## src/rtl/float_adder_param.sv

```systemverilog
// Parametrised floating-point adder/subtractor, multi-cycle FSM, one operation in flight.
// Round-to-nearest-even, full subnormal support, flags {invalid, overflow, underflow, inexact}.
module float_adder_param #(
  parameter int EXP_W = 8,
  parameter int MAN_W = 7,
  localparam int W = 1 + EXP_W + MAN_W
) (
  input  logic         clk,
  input  logic         rst,
  input  logic [W-1:0] in_a,
  input  logic [W-1:0] in_b,
  input  logic         in_sub,
  input  logic         in_valid,
  output logic         in_ready,
  output logic [W-1:0] out_z,
  output logic [3:0]   out_flags,
  output logic         out_valid,
  input  logic         out_ready
);

  // Handshake: a transfer happens on a rising edge where valid and ready are both 1;
  // out_z/out_flags hold stable while out_valid=1 and out_ready=0.

  localparam int MW = MAN_W + 4;
  localparam int SW = MAN_W + 5;
  localparam int EW = EXP_W + 1;
  localparam logic [EXP_W-1:0] EXP_ONES = '1;
  localparam logic [EW-1:0]    E_ONE    = EW'(1);
  localparam logic [EW-1:0]    E_INF    = {1'b0, EXP_ONES};
  localparam logic [W-1:0]     QNAN     = {1'b0, EXP_ONES, 1'b1, {(MAN_W-1){1'b0}}};

  typedef enum logic [3:0] {
    S_IDLE, S_UNPACK, S_SPECIAL, S_ALIGN, S_ADD, S_NORM, S_ROUND, S_PACK, S_OUTPUT
  } state_t;

  state_t           state;
  logic [W-1:0]     a_r, b_r;
  logic             a_s, b_s;
  logic [EXP_W-1:0] a_x, b_x;
  logic [MAN_W-1:0] a_f, b_f;
  logic [EW-1:0]    a_e, b_e;
  logic [MW-1:0]    a_m, b_m;
  logic             z_s;
  logic [EW-1:0]    z_e;
  logic [SW-1:0]    sum;
  logic [MAN_W:0]   man_r;
  logic             inexact_r;

  logic             a_nan, b_nan, a_snan, b_snan, a_inf, b_inf, a_zero, b_zero;
  logic             spec_hit, spec_inv;
  logic [W-1:0]     spec_z;
  logic             a_ge;
  logic [EW-1:0]    e_diff;
  logic [31:0]      sh_amt;
  logic [MW-1:0]    sh_in, sh_mask, sh_out;
  logic             eff_sub, a_big;
  logic [SW-1:0]    sum_next;
  logic             rnd_inc;
  logic [MAN_W+1:0] rnd;
  logic             pack_ovf;
  logic [W-1:0]     pack_z;
  logic [3:0]       pack_flags;

  // Operand classification and special-case result, first match wins.
  always_comb begin
    a_nan  = (a_x == EXP_ONES) && (a_f != '0);
    b_nan  = (b_x == EXP_ONES) && (b_f != '0);
    a_snan = a_nan && !a_f[MAN_W-1];
    b_snan = b_nan && !b_f[MAN_W-1];
    a_inf  = (a_x == EXP_ONES) && (a_f == '0);
    b_inf  = (b_x == EXP_ONES) && (b_f == '0);
    a_zero = (a_x == '0) && (a_f == '0);
    b_zero = (b_x == '0) && (b_f == '0);
    spec_hit = 1'b1;
    spec_inv = 1'b0;
    spec_z   = QNAN;
    if (a_nan || b_nan)                      spec_inv = a_snan || b_snan;
    else if (a_inf && b_inf && (a_s != b_s)) spec_inv = 1'b1;
    else if (a_inf)                          spec_z = a_r;
    else if (b_inf)                          spec_z = b_r;
    else if (a_zero && b_zero)               spec_z = {a_s & b_s, {(W-1){1'b0}}};
    else if (a_zero)                         spec_z = b_r;
    else if (b_zero)                         spec_z = a_r;
    else                                     spec_hit = 1'b0;
  end

  // Alignment: shifted-out bits collapse into the sticky position.
  always_comb begin
    a_ge    = a_e >= b_e;
    e_diff  = a_ge ? (a_e - b_e) : (b_e - a_e);
    sh_amt  = (32'(e_diff) > 32'(MW)) ? 32'(MW) : 32'(e_diff);
    sh_in   = a_ge ? b_m : a_m;
    sh_mask = ~({MW{1'b1}} << sh_amt);
    sh_out  = (sh_in >> sh_amt) | {{(MW-1){1'b0}}, |(sh_in & sh_mask)};
  end

  always_comb begin
    eff_sub = a_s ^ b_s;
    a_big   = a_m >= b_m;
    if (!eff_sub)   sum_next = {1'b0, a_m} + {1'b0, b_m};
    else if (a_big) sum_next = {1'b0, a_m} - {1'b0, b_m};
    else            sum_next = {1'b0, b_m} - {1'b0, a_m};
  end

  // Round to nearest even on {hidden, fraction} with G/R/S in sum[2:0].
  always_comb begin
    rnd_inc = sum[2] && (sum[1] || sum[0] || sum[3]);
    rnd     = {1'b0, sum[SW-2:3]} + (MAN_W+2)'(rnd_inc);
  end

  always_comb begin
    pack_ovf = z_e >= E_INF;
    if (pack_ovf) begin
      pack_z     = {z_s, EXP_ONES, {MAN_W{1'b0}}};
      pack_flags = 4'b0101;
    end else begin
      pack_z     = {z_s, (man_r[MAN_W] ? z_e[EXP_W-1:0] : {EXP_W{1'b0}}), man_r[MAN_W-1:0]};
      pack_flags = {2'b00, !man_r[MAN_W] && inexact_r, inexact_r};
    end
  end

  always_ff @(posedge clk or negedge rst) begin
    if (!rst) begin
      state     <= S_IDLE;
      in_ready  <= 1'b0;
      out_valid <= 1'b0;
      out_z     <= '0;
      out_flags <= '0;
      a_r       <= '0;
      b_r       <= '0;
      a_s       <= 1'b0;
      b_s       <= 1'b0;
      a_x       <= '0;
      b_x       <= '0;
      a_f       <= '0;
      b_f       <= '0;
      a_e       <= '0;
      b_e       <= '0;
      a_m       <= '0;
      b_m       <= '0;
      z_s       <= 1'b0;
      z_e       <= '0;
      sum       <= '0;
      man_r     <= '0;
      inexact_r <= 1'b0;
    end else begin
      case (state)
        S_IDLE: begin
          if (in_valid && in_ready) begin
            a_r      <= in_a;
            b_r      <= in_b ^ {in_sub, {(W-1){1'b0}}};
            in_ready <= 1'b0;
            state    <= S_UNPACK;
          end else begin
            in_ready <= 1'b1;
          end
        end
        S_UNPACK: begin
          a_s   <= a_r[W-1];
          b_s   <= b_r[W-1];
          a_x   <= a_r[W-2:MAN_W];
          b_x   <= b_r[W-2:MAN_W];
          a_f   <= a_r[MAN_W-1:0];
          b_f   <= b_r[MAN_W-1:0];
          a_m   <= {a_r[W-2:MAN_W] != '0, a_r[MAN_W-1:0], 3'b000};
          b_m   <= {b_r[W-2:MAN_W] != '0, b_r[MAN_W-1:0], 3'b000};
          // A zero exponent field carries the same scale as field 1.
          a_e   <= (a_r[W-2:MAN_W] == '0) ? E_ONE : {1'b0, a_r[W-2:MAN_W]};
          b_e   <= (b_r[W-2:MAN_W] == '0) ? E_ONE : {1'b0, b_r[W-2:MAN_W]};
          state <= S_SPECIAL;
        end
        S_SPECIAL: begin
          if (spec_hit) begin
            out_z     <= spec_z;
            out_flags <= {spec_inv, 3'b000};
            out_valid <= 1'b1;
            state     <= S_OUTPUT;
          end else begin
            state <= S_ALIGN;
          end
        end
        S_ALIGN: begin
          if (a_ge) begin
            b_m <= sh_out;
            z_e <= a_e;
          end else begin
            a_m <= sh_out;
            z_e <= b_e;
          end
          state <= S_ADD;
        end
        S_ADD: begin
          if (eff_sub && (a_m == b_m)) begin
            z_s       <= 1'b0;
            z_e       <= E_ONE;
            man_r     <= '0;
            inexact_r <= 1'b0;
            state     <= S_PACK;
          end else begin
            z_s   <= (eff_sub && !a_big) ? b_s : a_s;
            sum   <= sum_next;
            state <= S_NORM;
          end
        end
        S_NORM: begin
          if (sum[SW-1]) begin
            sum   <= {1'b0, sum[SW-1:2], sum[1] | sum[0]};
            z_e   <= z_e + E_ONE;
            state <= S_ROUND;
          end else if (!sum[SW-2] && (z_e > E_ONE)) begin
            sum <= sum << 1;
            z_e <= z_e - E_ONE;
          end else begin
            state <= S_ROUND;
          end
        end
        S_ROUND: begin
          inexact_r <= sum[2] | sum[1] | sum[0];
          if (rnd[MAN_W+1]) begin
            man_r <= rnd[MAN_W+1:1];
            z_e   <= z_e + E_ONE;
          end else begin
            man_r <= rnd[MAN_W:0];
          end
          state <= S_PACK;
        end
        S_PACK: begin
          out_z     <= pack_z;
          out_flags <= pack_flags;
          out_valid <= 1'b1;
          state     <= S_OUTPUT;
        end
        S_OUTPUT: begin
          if (out_ready) begin
            out_valid <= 1'b0;
            in_ready  <= 1'b1;
            state     <= S_IDLE;
          end
        end
        default: state <= S_IDLE;
      endcase
    end
  end

endmodule

```

## config.mk

```make
export PLATFORM = sky130hd
export DESIGN_NAME = float_adder_param
export DESIGN_NICKNAME = d
export VERILOG_FILES = /design/src/rtl/float_adder_param.sv
export SDC_FILE = /design/constraint.sdc
export NUM_CORES = 1
export LEC_CHECK = 0
export CORE_ASPECT_RATIO = 0.7
export CORE_MARGIN = 2
export CORE_UTILIZATION = 55
export CTS_CLUSTER_DIAMETER = 30
export DETAILED_ROUTE_END_ITERATION = 6
export MAX_ROUTING_LAYER = met4
export PLACE_DENSITY = 0.71
export RECOVER_POWER = 100
export SLEW_MARGIN = 25
export SYNTH_ARGS = -nofsm -noshare
export SYNTH_HDL_FRONTEND = slang
export SYNTH_SLANG_ARGS = --single-unit
```

## constraint.sdc

```tcl
create_clock -name clk -period 9.85 [get_ports clk]
set_input_delay 1.97 -clock clk [delete_from_list [all_inputs] [get_ports clk]]
set_output_delay 1.97 -clock clk [all_outputs]
set_load 0.01 [all_outputs]
```

* Yosys cells after proc, flatten, opt, wreduce, memory -nomap -nowiden
Cells that the tools add are included.
Storage, ports and cells: input port bits 37, register bits after elaboration 161, logic and storage cells 189
Operators by class: equal/unequal tests 22, magnitude comparators 5, bitwise logic cells 9, reductions and logical operators 56, shift-type cells 2, $add $sub $neg 8, multiplexer cells 64
Operators with widths (number):
- $mux W16 | 8
- $mux W9 | 7
- $mux W12 | 5
- $pmux W11 S2 | 2
- $mux W8 | 5
- $pmux W4 S9 | 1
- $pmux W9 S4 | 1
- $mux W11 | 3
- $logic_not A8 Y1 | 4
- $pmux W16 S2 | 1
- $mux W4 | 6
- $pmux W12 S2 | 1
- $sub A11 B11 Y12 | 2
- $sub A9 B9 Y9 | 2
- $logic_and A1 B1 Y1 | 17
- $eq A4 B3 Y1 const B | 4
- $eq A8 B8 Y1 const B | 2
- $mux W1 | 16
- $ne A2 B2 Y1 const B | 8
- $pmux W8 S2 | 1
- $reduce_bool A8 Y1 | 2
- $xor A16 B16 Y16 | 1
- $mux W15 | 1
- $logic_not A7 Y1 | 2
- 39 further kinds | 64

* Depth between registers and ports, before layout
Gate-level depths: netlist (run 1).
word-level depth 11, mapped depth 16, gate-level depth less buffers 14

* Worst setup path before layout (run 1)
Ideal clock, no wire load.
path type flip-flop to flip-flop, start register b_e[0], end register b_m[7], slack 6.521 ns, stages on the path, launching flop included 15, library setup time 0.082 ns, clock period less this slack 3.329 ns, arrival time 3.247 ns, path through dfrtp_1 inv_1 ha_1 inv_1 fa_1 and3_1 o21ai_0 a21boi_0 nor4_1 o21bai_1 a211o_1 nor2_8 mux2_1 a211o_1 a31oi_1
Between the ends: word-level cells in the longest chain between the ends 8
RTL lines:
- start, declared | line 41 | logic [EW-1:0] a_e, b_e;
- start signal, assigned | line 169 | b_e <= (b_r[W-2:MAN_W] == '0) ? E_ONE : {1'b0, b_r[W-2:MAN_W]};
- $sub A9 B9 Y9 / $ge A9 B9 Y1 (equally long branches) | line 90, 89
- $mux W9 | line 90 | e_diff = a_ge ? (a_e - b_e) : (b_e - a_e);
- $gt A9 B4 Y1 | line 91 | sh_amt = (32'(e_diff) > 32'(MW)) ? 32'(MW) : 32'(e_diff);
- $mux W9 | line 91
- $shr A11 B9 Y11 | line 94 | sh_out = (sh_in >> sh_amt) | {{(MW-1){1'b0}}, |(sh_in & sh_mask)};
- $or A11 B1 Y11 | line 94
- $mux W11 | line 183 | if (a_ge) begin
- $pmux W11 S2 | line 147 | case (state)
- end signal, assigned | line 166 | b_m <= {b_r[W-2:MAN_W] != '0, b_r[MAN_W-1:0], 3'b000};
- end signal, assigned | line 184 | b_m <= sh_out;
- end, declared | line 42 | logic [MW-1:0] a_m, b_m;
Parallel ways exist; a longest one is shown, timed or not. The select of a mux whose other input is x is not followed. A chain may end at the register's enable or synchronous reset.

==> results.yml, run 1 <==
worst_hold_path:
  min_path_type: "register to register"
sta:
  finalCritPeriodShare_pct: 62.97
  setup_viol: 0
  fin_crit_ns: 6.203
  grt_setup_unrepaired: "no"
  max_slew.worst_pin.slew_ns: 5.037
  max_slew_margin_pct: -235.8
  skew_ns: 0.01052
  drv_slew: 237
  fmax_mhz: 161.2
  finalHoldViolations: 0
  tns_ns: 0
floorplanning:
  die_h_um: 122.0
  die_w_um: 172.6
  initial_core_util_pct: 55.73
  fp.coreArea_um2: 19640
  io_pins: 59
  dieArea_um2: 21060
  num_rows: 43
cells_and_area:
  multi_input_area_um2: 6372
  final_nets: 1465
  syn_to_final_growth_pct: 11.18
  fillers: 1744
  regArea_um2: 3979
  final_common_cell: "nand2_1"
  drive_gt1_share_pct: 4.055
  final_cell_mix: "nand2_1, dfrtp_1, o21ai_0, a21oi_1"
  insertedDiodeCount: 0
worst_setup_path:
  r2r_slack_ns: 4.36
  reg2reg_from: "a_e[0]$_DFFE_PN0P_"
  slowest_stage: "clkbuf_1"
  r2r-end: "b_m[3]$_DFFE_PN0P_"
  worst-endpoint-required_ns: 10.31
  cp-start-kind: "primary input"
  cp_cell_sequence: "clkbuf_1 > buf_4"
  path_max_fanout: 93
  path_class: "primary input to async pin"
  rr_worst_depth: 11
  critPathBufInv: 2
  cp_top_family: "buffers and inverters"
  cpPeakStageDelay_ns: 3.44
  cp.depth: 2
  worst_ep_arrival_time_ns: 6.67
  cp-startpoint: "rst"
  end_kind: "async pin"
  crit_end: "a_m[7]$_DFFE_PN0P_"
status:
  status: "complete, but fails checks"
  failed_checks: "capacitance limit, slew limit"
synthesis:
  syn_area_per_cell_um2: 8.083
  synth.distinct_cells: 83
  netlist_area_um2: 10940
  synth_edf_count: 0
  synth_seq_cells: 159
  synth_warnings: 0
  synth_seq_area_share_pct: 36.36
  ys_async_sr_fraction_pct: 100.0
  synth_flop_cell: "dfrtp_1"
  netlist_instances: 1354
  synth_nets: 1451
grt:
  grt_antenna_before_repair: 0
  grt_pass1_wl_um: 53820
  grt_pass1_vias: 9681
  grt_max_degree: 94
  grt.overflow.total: 0
  grtUsageTotal_pct: 33.75
clock_tree:
  clk_pin_slew_ns: 0.07
  clk_latency_ns: 0.45
  h-tree-depth: 4
  root_buffer: "clkbuf_16"
  postCtsSetupRepairBufs: 0
  cts_hold_buffers: 0
  clock_sinks: 159
  clk_path_buf_depth: 2
  numCtsBuffers: 17
  cts_tree: "built"
  cts-resized-gates: 0
place:
  dp_hpwl_um: 25120
  io_buffers: 58
  routabilityCongestion: 1.062
routing:
  routed_wl_um: 33880
  drc_errors: 0
  wl_per_cell_um: 20.52
  drtIter0Drc: 1213
  dr.pass1.iters: 7
  drtAntennaViolNets: 0
  via_count: 10464
  vias_per_cell: 6.338
flow_run:
  maxCapViolations: 5
==> kinds of logic (layout without fill, tap and decap cells) <==
| logic type | count (synthesis) | after routing | share of synthesized area (%) |
|---|---|---|---|
| AO/OA/AOI/OAI | 400 | 400 | 25.25 |
| XOR/XNOR | 16 | 16 | 1.280 |
| adder cells (fa/ha/maj) | 60 | 60 | 7.203 |
| buffers and inverters | 144 | 171 | 5.099 |
| flip-flops | 159 | 159 | 36.36 |
| multiplexers | 21 | 21 | 2.024 |
| AND/OR/NAND/NOR | 554 | 554 | 22.79 |
==> area by class of cell <==
type,count,area share [%]
timing repair buffer,69,5.183
inverter,70,2.159
multi-input combinational,1051,52.37
clock buffer,21,3.702
sequential,159,32.70
tap,270,2.776
clock inverter,11,1.111
==> sequential cells by signal (all words and copies together) (netlist names), 8 cells and up <==
register  cells
out_z        16
man_r         8
z_e           9
a_m          11
b_m          11
a_x           8
b_x           8
a_r          16
b_e           8
b_r          16
a_e           8
sum          12
==> cells in the mapped netlist (all sizes together) (20+ instances only) <==
cell type | number | area share [%]
o21ai | 89 | 4.1
nor3 | 33 | 1.6
nand3 | 41 | 2.0
ha | 55 | 6.3
inv | 70 | 2.4
o211ai | 20 | 1.4
nor2 | 70 | 2.5
clkbuf | 58 | 2.0
dfrtp | 159 | 36
nand2 | 314 | 11
a21oi | 79 | 3.6
a31oi | 20 | 1.3
a21o | 34 | 2.3
==> worst reg2reg max path: stages (launching register included) <==
cell and delay, ns:
dfrtp_1 0.37, inv_1 0.07, ha_1 0.83, nand3_1 0.25
a31oi_1 1.13, nor4_1 0.15, or3b_1 0.53, a21o_1 0.25
nor4_1 0.96, o211ai_1 0.20, a311oi_1 0.49, a2bb2oi_1 0.19
==> per-stage QoR <==
stage	hold WS, ns	util (%)	std cells	area, µm²	worst slack, ns
2_1_floorplan	0.4379	-	1354	10940	6.521
3_3_place_gp	0.4517	59.41	1619	11670	5.674
3_5_place_dp	0.4584	59.45	1619	11670	5.532
4_1_cts	0.4770	62.43	1651	12260	5.518
5_1_grt	0.5003	61.96	1651	12170	2.629
6_report	0.4796	61.96	1651	12170	3.647
==> layer usage <==
layer	track usage, %	wire length, µm	part of all wire, %	up-vias
li1	-	-	-	4877
met1	49.75	16220	48	5085
met2	47.64	14340	42	460
met3	5.337	2629	7.8	42
met4	10.10	701	2.1	0
met5	-	0	0	-
==> how the worst min path moves through the flow <==
stage | startpoint | slack [ns] | end | depth (start not counted)
2_1_floorplan | b_f[2]$_DFFE_PN0P_ | 0.44 | b_f[2]$_DFFE_PN0P_ | 2
3_3_place_gp | b_f[4]$_DFFE_PN0P_ | 0.45 | b_f[4]$_DFFE_PN0P_ | 2
3_5_place_dp | a_f[2]$_DFFE_PN0P_ | 0.46 | a_f[2]$_DFFE_PN0P_ | 2
4_1_cts | b_f[2]$_DFFE_PN0P_ | 0.48 | b_f[2]$_DFFE_PN0P_ | 2
5_1_grt | out_z[12]$_DFFE_PN0P_ | 0.50 | out_z[12]$_DFFE_PN0P_ | 1
6_report | b_f[4]$_DFFE_PN0P_ | 0.48 | b_f[4]$_DFFE_PN0P_ | 2
Power of run 1 is left out: the tool's default activity adds up to more than one toggle a clock period on the data nets, which glitch-free logic cannot reach.
==> run 2: changes to the inputs <==
PLACE_DENSITY = 0.74   (was 0.71)
clock period = 5.35 ns   (was 9.85 ns; I/O delays follow)
==> run 2 against run 1 <==
  * Critical endpoint is now a_m[3]$_DFFE_PN0P_
  * Largest cell class unchanged
  * Design area increased by 0.31%
  * Cell count increased by 0.30%
  * Core utilization increased by 0.19 points
  * Critical path depth increased by 10
  * Register-to-register slack got worse by 3.6 ns
  * The run still ends with capacitance limit, slew limit left
==> results.yml, run 2 (same netlist as run 1, synthesis figures left out) <==
status:
  status: "complete, but fails checks"
  failed_checks: "capacitance limit, slew limit"
floorplanning:
  dieArea_um2: 21060
  fp.coreArea_um2: 19640
  die_w_um: 172.6
  die_h_um: 122.0
  initial_core_util_pct: 55.73
  num_rows: 43
  io_pins: 59
worst_setup_path:
  path_class: "register to register"
  cp_cell_sequence: "inv_1 > ha_1 > a21o_1 > a21oi_1 > a31o_1 > a221oi_2 > or3b_4 > a211o_1 > nor2_1 > mux2_1 > a311oi_1 > a2bb2oi_1"
  r2r_slack_ns: 0.71
  path_max_fanout: 11
  cpPeakStageDelay_ns: 0.69
  slowest_stage: "nor2_1"
  r2r-end: "a_m[3]$_DFFE_PN0P_"
  end_kind: "register"
  cp-start-kind: "register"
  cp_top_family: "compound AO/OA/AOI/OAI gates"
  critPathBufInv: 1
  worst-endpoint-required_ns: 5.71
  worst_ep_arrival_time_ns: 4.99
  rr_worst_depth: 12
  reg2reg_from: "a_e[3]$_DFFE_PN0P_"
grt:
  grt_max_degree: 87
  grt_antenna_before_repair: 0
  grt_pass1_vias: 9554
  grt.overflow.total: 0
  grt_pass1_wl_um: 53240
  grtUsageTotal_pct: 33.25
clock_tree:
  cts_hold_buffers: 0
  clk_path_buf_depth: 2
  postCtsSetupRepairBufs: 0
  h-tree-depth: 4
  clk_latency_ns: 0.44
  root_buffer: "clkbuf_16"
  clock_sinks: 159
  clk_pin_slew_ns: 0.06
  cts_tree: "built"
  cts-resized-gates: 0
  numCtsBuffers: 17
cells_and_area:
  final_nets: 1470
  reg_top3: "a_r: 16 flops, b_r: 16 flops, out_z: 16 flops"
  syn_to_final_growth_pct: 11.52
  insertedDiodeCount: 0
  drive_gt1_share_pct: 4.401
  finish.utilization_pct: 62.15
  final_common_cell: "nand2_1"
  final_cell_mix: "nand2_1, dfrtp_1, o21ai_0, a21oi_1, inv_1"
place:
  io_buffers: 58
  routabilityCongestion: 1.037
  dp_hpwl_um: 25090
sta:
  skew_ns: 0.01203
  grt_setup_unrepaired: "no"
  finalHoldViolations: 0
  max_slew.worst_pin.slew_ns: 2.280
  tns_ns: 0
  setup_viol: 0
  max_slew_margin_pct: -52.01
  drv_slew: 241
  fin_crit_ns: 4.635
  finalCritPeriodShare_pct: 86.64
  fmax_mhz: 215.7
routing:
  dr.pass1.iters: 6
  drtIter0Drc: 1231
  via_count: 10482
  vias_per_cell: 6.330
  drtAntennaViolNets: 0
  routed_wl_um: 33490
  drc_errors: 0
  wl_per_cell_um: 20.22
worst_hold_path:
  min_path_type: "register to register"
  holdPathEnd: "b_f[2]$_DFFE_PN0P_"
  whs_path_depth: 2
  hp-start: "b_f[2]$_DFFE_PN0P_"
flow_run:
  maxCapViolations: 5
run 2: cell types whose count changed in the layout (fill, tap and decap cells not counted), moves of 2 or more:
cell | before | now
buf_4 | 4 | 9
clkbuf_8 | 1 | 4
clkinv_4 | 5 | 3
a31oi_2 | 2 | 0
run 2: layer usage:
metal	vias up	share of wire, %	global-route usage, %
li1	4890	-	-
met3	59	8.6	6.617
met4	0	2.5	9.509
met5	-	0	-
met1	5015	47	49.42
met2	518	42	45.58
run 2: tightest hold or removal path, stage by stage (launching register included):
cell and delay (ns):
dfrtp_1 0.34, nand2_1 0.05, nand2_1 0.05
run 2: worst max path at each step:
stage,from,endpoint,cells after the start
after floorplan,b_e[0]$_DFFE_PN0P_,b_m[7]$_DFFE_PN0P_,14
after global placement,b_e[0]$_DFFE_PN0P_,a_m[5]$_DFFE_PN0P_,14
after detailed placement,a_e[3]$_DFFE_PN0P_,a_m[0]$_DFFE_PN0P_,13
after CTS,a_e[3]$_DFFE_PN0P_,a_m[0]$_DFFE_PN0P_,13
after global routing,a_e[3]$_DFFE_PN0P_,a_m[3]$_DFFE_PN0P_,12
final,a_e[3]$_DFFE_PN0P_,a_m[3]$_DFFE_PN0P_,12
run 2: cell type report:
cell class / instances / area, µm²
fillers: 1725 / 7432
flip-flops and latches: 159 / 3979
multi-input cells: 1051 / 6384
well taps: 270 / 337.8
clock buffers: 24 / 491.7
inverters: 70 / 262.8
repair buffers: 74 / 669.4
clock inverters: 8 / 81.33
run 2: per-stage QoR:
step | cell area (µm²) | setup WS [ns] | hold slack [ns] | std cells
4_1_cts | 12280 | 1.293 | 0.4747 | 1656
2_1_floorplan | 10940 | 2.021 | 0.4379 | 1354
3_3_place_gp | 11710 | 1.420 | 0.4500 | 1624
6_report | 12210 | 0.7148 | 0.4744 | 1656
5_1_grt | 12210 | 0.4171 | 0.5018 | 1656
3_5_place_dp | 11710 | 1.312 | 0.4562 | 1624
Power of run 2 is left out for the same reason.
